<file path="config.mk">
export PLATFORM = sky130hd
export DESIGN_NAME = mb_load_sched
export DESIGN_NICKNAME = d
export VERILOG_FILES = /design/src/rtl/mb_sched_pkg.sv /design/src/rtl/ch_buf_adr_ctr.sv /design/src/rtl/mb_load_sched.sv
export SDC_FILE = /design/constraint.sdc
export NUM_CORES = 1
export LEC_CHECK = 0
export CAP_MARGIN = 10
export CELL_PAD_IN_SITES_DETAIL_PLACEMENT = 1
export CELL_PAD_IN_SITES_GLOBAL_PLACEMENT = 1
export CORE_UTILIZATION = 42
export DETAILED_ROUTE_END_ITERATION = 12
export GPL_TIMING_DRIVEN = 0
export PLACE_DENSITY_LB_ADDON = 0.1
export SYNTH_ARGS = -nofsm -noshare
export SYNTH_HDL_FRONTEND = slang
export SYNTH_SLANG_ARGS = --single-unit
</file>
<file path="constraint.sdc">
create_clock -name clk_mbox_h -period 5.2 [get_ports clk_mbox_h]
set_input_delay 1.56 -clock clk_mbox_h [delete_from_list [all_inputs] [get_ports clk_mbox_h]]
set_output_delay 1.56 -clock clk_mbox_h [all_outputs]
set_load 0.005 [all_outputs]
</file>
<file path="src/rtl/mb_sched_pkg.sv">
// Shared types for the MB word-load scheduler: mux select encoding, FSM states
// and the MB word index.
package mb_sched_pkg;

    typedef logic [1:0] word_idx_t;

    typedef enum logic [2:0] {
        SEL_AR    = 3'b000,
        SEL_CACHE = 3'b001,
        SEL_MEM   = 3'b010,
        SEL_CHBUF = 3'b011,
        SEL_CCW   = 3'b100
    } mb_sel_e;

    typedef enum logic [1:0] {
        ST_IDLE,
        ST_MEM_FILL,
        ST_CH_XFER
    } sched_state_e;

    // Active-high load strobe for one MB word; hold lines are its complement.
    function automatic logic [3:0] word_onehot(word_idx_t w);
        return 4'b0001 << w;
    endfunction

endpackage

</file>
<file path="src/rtl/ch_buf_adr_ctr.sv">
// Loadable up/down channel-buffer address counter; wraps naturally at the ends
// of the ring. A load beats a step in the same cycle.
module ch_buf_adr_ctr #(
    parameter int W = 7
) (
    input  logic         clk_i,
    input  logic         rst_ni,
    input  logic         load_i,
    input  logic [W-1:0] load_val_i,
    input  logic         step_i,
    input  logic         down_i,
    output logic [W-1:0] adr_o
);

    logic [W-1:0] adr_q;

    always_ff @(posedge clk_i or negedge rst_ni) begin
        if (!rst_ni)     adr_q <= '0;
        else if (load_i) adr_q <= load_val_i;
        else if (step_i) adr_q <= down_i ? adr_q - W'(1) : adr_q + W'(1);
    end

    assign adr_o = adr_q;

endmodule

</file>
<file path="src/rtl/mb_load_sched.sv">
// Per-cycle MB word-load scheduler: arbitrates memory fill, channel burst,
// cache writeback and EBOX store onto the MB mux and word hold lines.
module mb_load_sched
    import mb_sched_pkg::*;
#(
    parameter int MAX_CH_WORDS = 16,
    parameter int CH_ADR_W     = 7
) (
    input  logic                            clk_mbox_h,
    input  logic                            mr_reset_l,
    input  logic                            mem_data_valid_h,
    input  logic [1:0]                      mem_word_adr_h,
    input  logic                            mem_fill_start_h,
    input  logic                            nxm_any_l,
    input  logic                            ch_xfer_req_h,
    input  logic [$clog2(MAX_CH_WORDS)-1:0] ch_word_cnt_h,
    input  logic [1:0]                      ch_word_adr_h,
    input  logic                            ch_reverse_h,
    input  logic                            ch_adr_load_h,
    input  logic [CH_ADR_W-1:0]             ch_adr_val_h,
    input  logic                            cache_wb_req_h,
    input  logic [1:0]                      cache_wb_adr_h,
    input  logic                            ebox_st_req_h,
    input  logic [1:0]                      ebox_st_adr_h,
    output logic                            mb_in_sel_1_h,
    output logic                            mb_in_sel_2_h,
    output logic                            mb_in_sel_4_h,
    output logic                            mb_sel_hold_h,
    output logic                            mb0_hold_in_h,
    output logic                            mb1_hold_in_h,
    output logic                            mb2_hold_in_h,
    output logic                            mb3_hold_in_h,
    output logic [CH_ADR_W-1:0]             crc_ch_buf_adr_h,
    output logic                            crc_buf_mb_sel_h,
    output logic                            cache_wb_gnt_h,
    output logic                            ebox_st_gnt_h,
    output logic                            mem_fill_done_h,
    output logic                            ch_xfer_done_h,
    output logic                            busy_h
);

    localparam int CNT_W = $clog2(MAX_CH_WORDS);

    sched_state_e     state_q;
    mb_sel_e          sel_q;
    logic             sel_hold_q;
    logic [3:0]       hold_q;
    logic             chbuf_q, cgnt_q, egnt_q, fdone_q, cdone_q;
    logic [3:0]       mask_q;
    word_idx_t        ptr_q, pend_ptr_q;
    logic [CNT_W:0]   left_q;
    logic [CNT_W-1:0] pend_cnt_q;
    logic             pend_q;

    // Requester grants are masked while their previous grant is still showing.
    logic svc_blocked, cwb_elig, ebox_elig;
    assign svc_blocked = mem_fill_start_h | ch_xfer_req_h | pend_q;
    assign cwb_elig    = cache_wb_req_h & ~cgnt_q;
    assign ebox_elig   = ebox_st_req_h & ~egnt_q;

    always_ff @(posedge clk_mbox_h or negedge mr_reset_l) begin
        if (!mr_reset_l) begin
            state_q    <= ST_IDLE;
            sel_q      <= SEL_AR;
            sel_hold_q <= 1'b1;
            hold_q     <= 4'hF;
            chbuf_q    <= 1'b0;
            cgnt_q     <= 1'b0;
            egnt_q     <= 1'b0;
            fdone_q    <= 1'b0;
            cdone_q    <= 1'b0;
            mask_q     <= '0;
            ptr_q      <= '0;
            left_q     <= '0;
            pend_q     <= 1'b0;
            pend_cnt_q <= '0;
            pend_ptr_q <= '0;
        end else begin
            sel_hold_q <= 1'b1;
            hold_q     <= 4'hF;
            chbuf_q    <= 1'b0;
            cgnt_q     <= 1'b0;
            egnt_q     <= 1'b0;
            fdone_q    <= 1'b0;
            cdone_q    <= 1'b0;
            unique case (state_q)
                ST_IDLE: begin
                    if (mem_data_valid_h) begin
                        sel_q      <= SEL_MEM;
                        sel_hold_q <= 1'b0;
                        hold_q     <= ~word_onehot(mem_word_adr_h);
                    end else if (!svc_blocked && cwb_elig) begin
                        sel_q      <= SEL_CACHE;
                        sel_hold_q <= 1'b0;
                        hold_q     <= ~word_onehot(cache_wb_adr_h);
                        cgnt_q     <= 1'b1;
                    end else if (!svc_blocked && ebox_elig) begin
                        sel_q      <= SEL_AR;
                        sel_hold_q <= 1'b0;
                        hold_q     <= ~word_onehot(ebox_st_adr_h);
                        egnt_q     <= 1'b1;
                    end
                    if (mem_fill_start_h) begin
                        state_q <= ST_MEM_FILL;
                        mask_q  <= '0;
                        if (ch_xfer_req_h && !pend_q) begin
                            pend_q     <= 1'b1;
                            pend_cnt_q <= ch_word_cnt_h;
                            pend_ptr_q <= ch_word_adr_h;
                        end
                    end else if (pend_q) begin
                        state_q <= ST_CH_XFER;
                        left_q  <= {1'b0, pend_cnt_q} + (CNT_W+1)'(1);
                        ptr_q   <= pend_ptr_q;
                        pend_q  <= 1'b0;
                    end else if (ch_xfer_req_h) begin
                        state_q <= ST_CH_XFER;
                        left_q  <= {1'b0, ch_word_cnt_h} + (CNT_W+1)'(1);
                        ptr_q   <= ch_word_adr_h;
                    end
                end
                ST_MEM_FILL: begin
                    if (!nxm_any_l || mask_q == 4'hF) begin
                        fdone_q <= 1'b1;
                        state_q <= ST_IDLE;
                    end else if (mem_data_valid_h) begin
                        sel_q      <= SEL_MEM;
                        sel_hold_q <= 1'b0;
                        hold_q     <= ~word_onehot(mem_word_adr_h);
                        mask_q     <= mask_q | word_onehot(mem_word_adr_h);
                    end
                    if (ch_xfer_req_h && !pend_q) begin
                        pend_q     <= 1'b1;
                        pend_cnt_q <= ch_word_cnt_h;
                        pend_ptr_q <= ch_word_adr_h;
                    end
                end
                ST_CH_XFER: begin
                    if (left_q == '0) begin
                        cdone_q <= 1'b1;
                        state_q <= ST_IDLE;
                    end else if (mem_data_valid_h) begin
                        // memory return steals the cycle; channel stalls in place
                        sel_q      <= SEL_MEM;
                        sel_hold_q <= 1'b0;
                        hold_q     <= ~word_onehot(mem_word_adr_h);
                    end else begin
                        sel_q      <= SEL_CHBUF;
                        sel_hold_q <= 1'b0;
                        hold_q     <= ~word_onehot(ptr_q);
                        chbuf_q    <= 1'b1;
                        ptr_q      <= ptr_q + 2'd1;
                        left_q     <= left_q - (CNT_W+1)'(1);
                    end
                end
                default: state_q <= ST_IDLE;
            endcase
        end
    end

    // Address steps in the cycle its word is shown, so each word sees its own address.
    ch_buf_adr_ctr #(.W(CH_ADR_W)) u_adr_ctr (
        .clk_i      (clk_mbox_h),
        .rst_ni     (mr_reset_l),
        .load_i     (ch_adr_load_h),
        .load_val_i (ch_adr_val_h),
        .step_i     (chbuf_q),
        .down_i     (ch_reverse_h),
        .adr_o      (crc_ch_buf_adr_h)
    );

    assign mb_in_sel_1_h    = sel_q[0];
    assign mb_in_sel_2_h    = sel_q[1];
    assign mb_in_sel_4_h    = sel_q[2];
    assign mb_sel_hold_h    = sel_hold_q;
    assign mb0_hold_in_h    = hold_q[0];
    assign mb1_hold_in_h    = hold_q[1];
    assign mb2_hold_in_h    = hold_q[2];
    assign mb3_hold_in_h    = hold_q[3];
    assign crc_buf_mb_sel_h = chbuf_q;
    assign cache_wb_gnt_h   = cgnt_q;
    assign ebox_st_gnt_h    = egnt_q;
    assign mem_fill_done_h  = fdone_q;
    assign ch_xfer_done_h   = cdone_q;
    assign busy_h           = (state_q != ST_IDLE);

endmodule

</file>
==> impl_metrics.ini <==
[run_status]
outcome = complete, no violations

[setup_path]
cp-end-kind = register
crit_chain = clkdlybuf4s50_1, inv_1, fa_1, nand2b_1, a21o_1, a211oi_1, xor2_1, o21ai_0
ff2ff_path_depth = 6
critPathSlowestCell = clkdlybuf4s50_1
start_kind = input port
slowest_delay_ns = 0.69
critPathTopFamily = buffers and inverters
critPathBufInv = 2
crit_arrival_ns = 3.78
critPathRequiredTime_ns = 5.36
worstSetupPathType = input port to register
cp_max_fo = 10
cp.depth = 8

[placement]
portBuffers = 48
place.detailed.hpwl_um = 4760
gp_congestion = 0.852
numPlacedInstances = 385

[clock_network]
cts_buffers = 5
hold_buffers = 0
clk_pin_slew_ns = 0.07
clock-sinks = 39
insertion_delay_ns = 0.29
postCtsSetupRepairBufs = 0
root_buffer = clkbuf_8
ctsResizeCount = 0
tritoncts = yes
htreeDepth = 2
clockBufferDepth = 2

[die]
io_pins = 50
fp.dieW_um = 78.5
die_area_um2 = 6160
core_area_um2 = 5570
rows = 27
fp.dieH_um = 78.5
start_util_pct = 44.1

[global_route]
antenna_found_initial = 0
grt_usage_pct = 22.5
grt_max_degree = 31
grt_remaining_overflow = 0
grt_first_pass_wirelength_um = 10700
grt_pass1_vias = 2254

[timing]
slew_headroom_pct = 66.6
clock.fmax_mhz = 276
finalWorstPathRequiredPeriod_ns = 3.62
finalHoldViolations = 0
setup_viol = 0
slew_violations = 0
final.setup_skew_ns = 0.00530
post-route-period-util_pct = 69.6
rsz0062_at_grt = no
worst_pin_slew_ns = 0.502
tns_ns = 0

[synthesis]
ys_types = 51
synth_seq_cells = 39
synth.avg_cell_area_um2 = 9.31
ys.flop_type = dfrtp_1
synth.largest_area_cell = dfrtp_1
yosysSeqAreaShare_pct = 39.9
synth_area_leaders = dfrtp_1, ha_1, dfstp_2
synthArstFlopShare_pct = 100
netlist_area_um2 = 2460
synth_top_area_share_pct = 34.6
yosys_warnings = 0
synth_edf_count = 0
syn_nets = 309
synthCells = 264

[pwr]
p_leak_nw = 1.36
combPwrFrac_pct = 52.3
clockPowerShare_pct = 14.2
p_sw_uw = 611
seqPwrFrac_pct = 33.5
cellPowerDensity_nw_per_um2 = 488
p_sw_share_pct = 39.9
ir_drop_v = 0.000234
p_int_uw = 919

[finish]
n_antenna_cell = 0
final_cell_mix = clkdlybuf4s50_1, dfrtp_1, inv_1
syn_to_final_growth_pct = 27.5
fill_cells = 666
finish.net_count = 365
instances_no_fill = 393
drive_gt1_share_pct = 10.9
final_common_cell = clkdlybuf4s50_1

[drt]
drc_errors = 0
drt_iter0_markers = 59
firstDrtPassIters = 4
wirelength_um = 6110
route.antenna.remaining_nets = 0
route.detailed.wl_per_inst_um = 15.5
via_count = 2120
viasPerCell = 5.39

[hold_path]
hold_path.class = register to register
hold_depth = 1

[run]
cap_violations = 0
## layer usage
| layer | global-route usage (%) | vias to the layer above | routed length, µm |
|---|---|---|---|
| met5 | 0 | - | 0 |
| met3 | 4.19 | 9 | 152 |
| li1 | - | 1053 | - |
| met4 | 8.52 | 0 | 114 |
| met1 | 27.3 | 1025 | 2790 |
| met2 | 39.3 | 33 | 3050 |
## synthesized netlist by cell type, types with 3 or more instances
library cell  count
and2_1            3
nand2_1          21
a31oi_1           7
a211oi_1          5
buf_2             4
o22ai_1           6
clkbuf_1          3
o21ai_0          23
a32oi_1           4
nor3_1           12
inv_1            25
dfstp_2           5
dfrtp_1          34
ha_1             15
a21oi_1           8
nor2_1           18
xnor2_1           4
nor2b_1           4
mux2i_1           8
nand3_1           4
nand2b_1          6
mux2_2           10
## power by group through the flow
| stage | Sequential (mW) | Combinational [mW] | Clock (mW) |
|---|---|---|---|
| floorplan | 0.503 | 0.539 | 0 |
| global route | 0.530 | 0.906 | 0.233 |
| global placement | 0.513 | 0.776 | 0 |
| CTS | 0.515 | 0.807 | 0.223 |
| finish | 0.513 | 0.800 | 0.217 |
| detailed placement | 0.521 | 0.798 | 0 |
## layout make-up
cell class	count	area, µm²	area share (%)
plain buffers	10	53.8	1.72
clock buffers	7	86.3	2.75
clock inverters	1	5.00	0.160
inverters	25	93.8	2.99
multi-input cells	190	1330	42.4
flip-flops and latches	39	982	31.3
well taps	72	90.1	2.87
repair buffers	49	495	15.8
## cell families (layout without fill, tap and decap cells)
kind of cell             count (synthesis)  in the layout  share of synthesized area (%)
adder cells (fa/ha/maj)                 16             16                           8.45
flip-flops                              39             39                           39.9
XOR/XNOR                                 5              5                           1.78
AND/OR/NAND/NOR                         81             81                           16.7
multiplexers                            19             19                           8.30
other                                    1              1                          0.153
buffers and inverters                   35             92                           6.01
AO/OA/AOI/OAI                           68             68                           18.6
## path summary, 6_finish.rpt
| check | end | slack [ns] | from |
|---|---|---|---|
| worst max-delay path | u_adr_ctr.adr_o[6]$_DFFE_PN0P_ | 1.58 | ch_reverse_h |
| worst min-delay path | left_q[4]$_DFFE_PN0P_ | 0.50 | left_q[4]$_DFFE_PN0P_ |
| worst max register to register | pend_ptr_q[0]$_DFFE_PN0P_ | 3.02 | state_q[0]$_DFFE_PN0P_ |
| worst min register to register | left_q[4]$_DFFE_PN0P_ | 0.50 | left_q[4]$_DFFE_PN0P_ |
| max in group asynchronous | mb_sel_hold_h$_DFF_PN1_ | 3.55 | mr_reset_l |
| min in group asynchronous | mask_q[2]$_DFFE_PN0P_ | 1.13 | mr_reset_l |
## through the flow
step / cell area, µm² / utilization, % / hold WS [ns] / total power, mW / worst slack [ns]
2_1_floorplan: 2460 / - / 0.462 / 1.04 / 2.23
3_3_place_gp: 3030 / 54.3 / 0.484 / 1.29 / 1.31
6_report: 3140 / 56.3 / 0.502 / 1.53 / 1.58
4_1_cts: 3140 / 56.3 / 0.506 / 1.54 / 1.58
3_5_place_dp: 3040 / 54.6 / 0.489 / 1.32 / 1.28
5_1_grt: 3140 / 56.3 / 0.526 / 1.67 / 1.44
## registers in the layout, indices dropped and copies added (netlist names), 2 cells and up
name and flops:
left_q 5, mask_q 4, sel_q 2, u_adr_ctr.adr_o 7, pend_ptr_q 2, ptr_q 2
pend_cnt_q 4, state_q 2, hold_q 4
## worst register-to-register path, cell delays in order (launching register included)
cell	delay (ns)
dfrtp_1	0.43
inv_1	0.12
ha_1	0.20
buf_2	0.25
o21ai_0	0.21
nor3b_2	0.48
mux2_2	0.39
(Power assumes the default switching activity.)
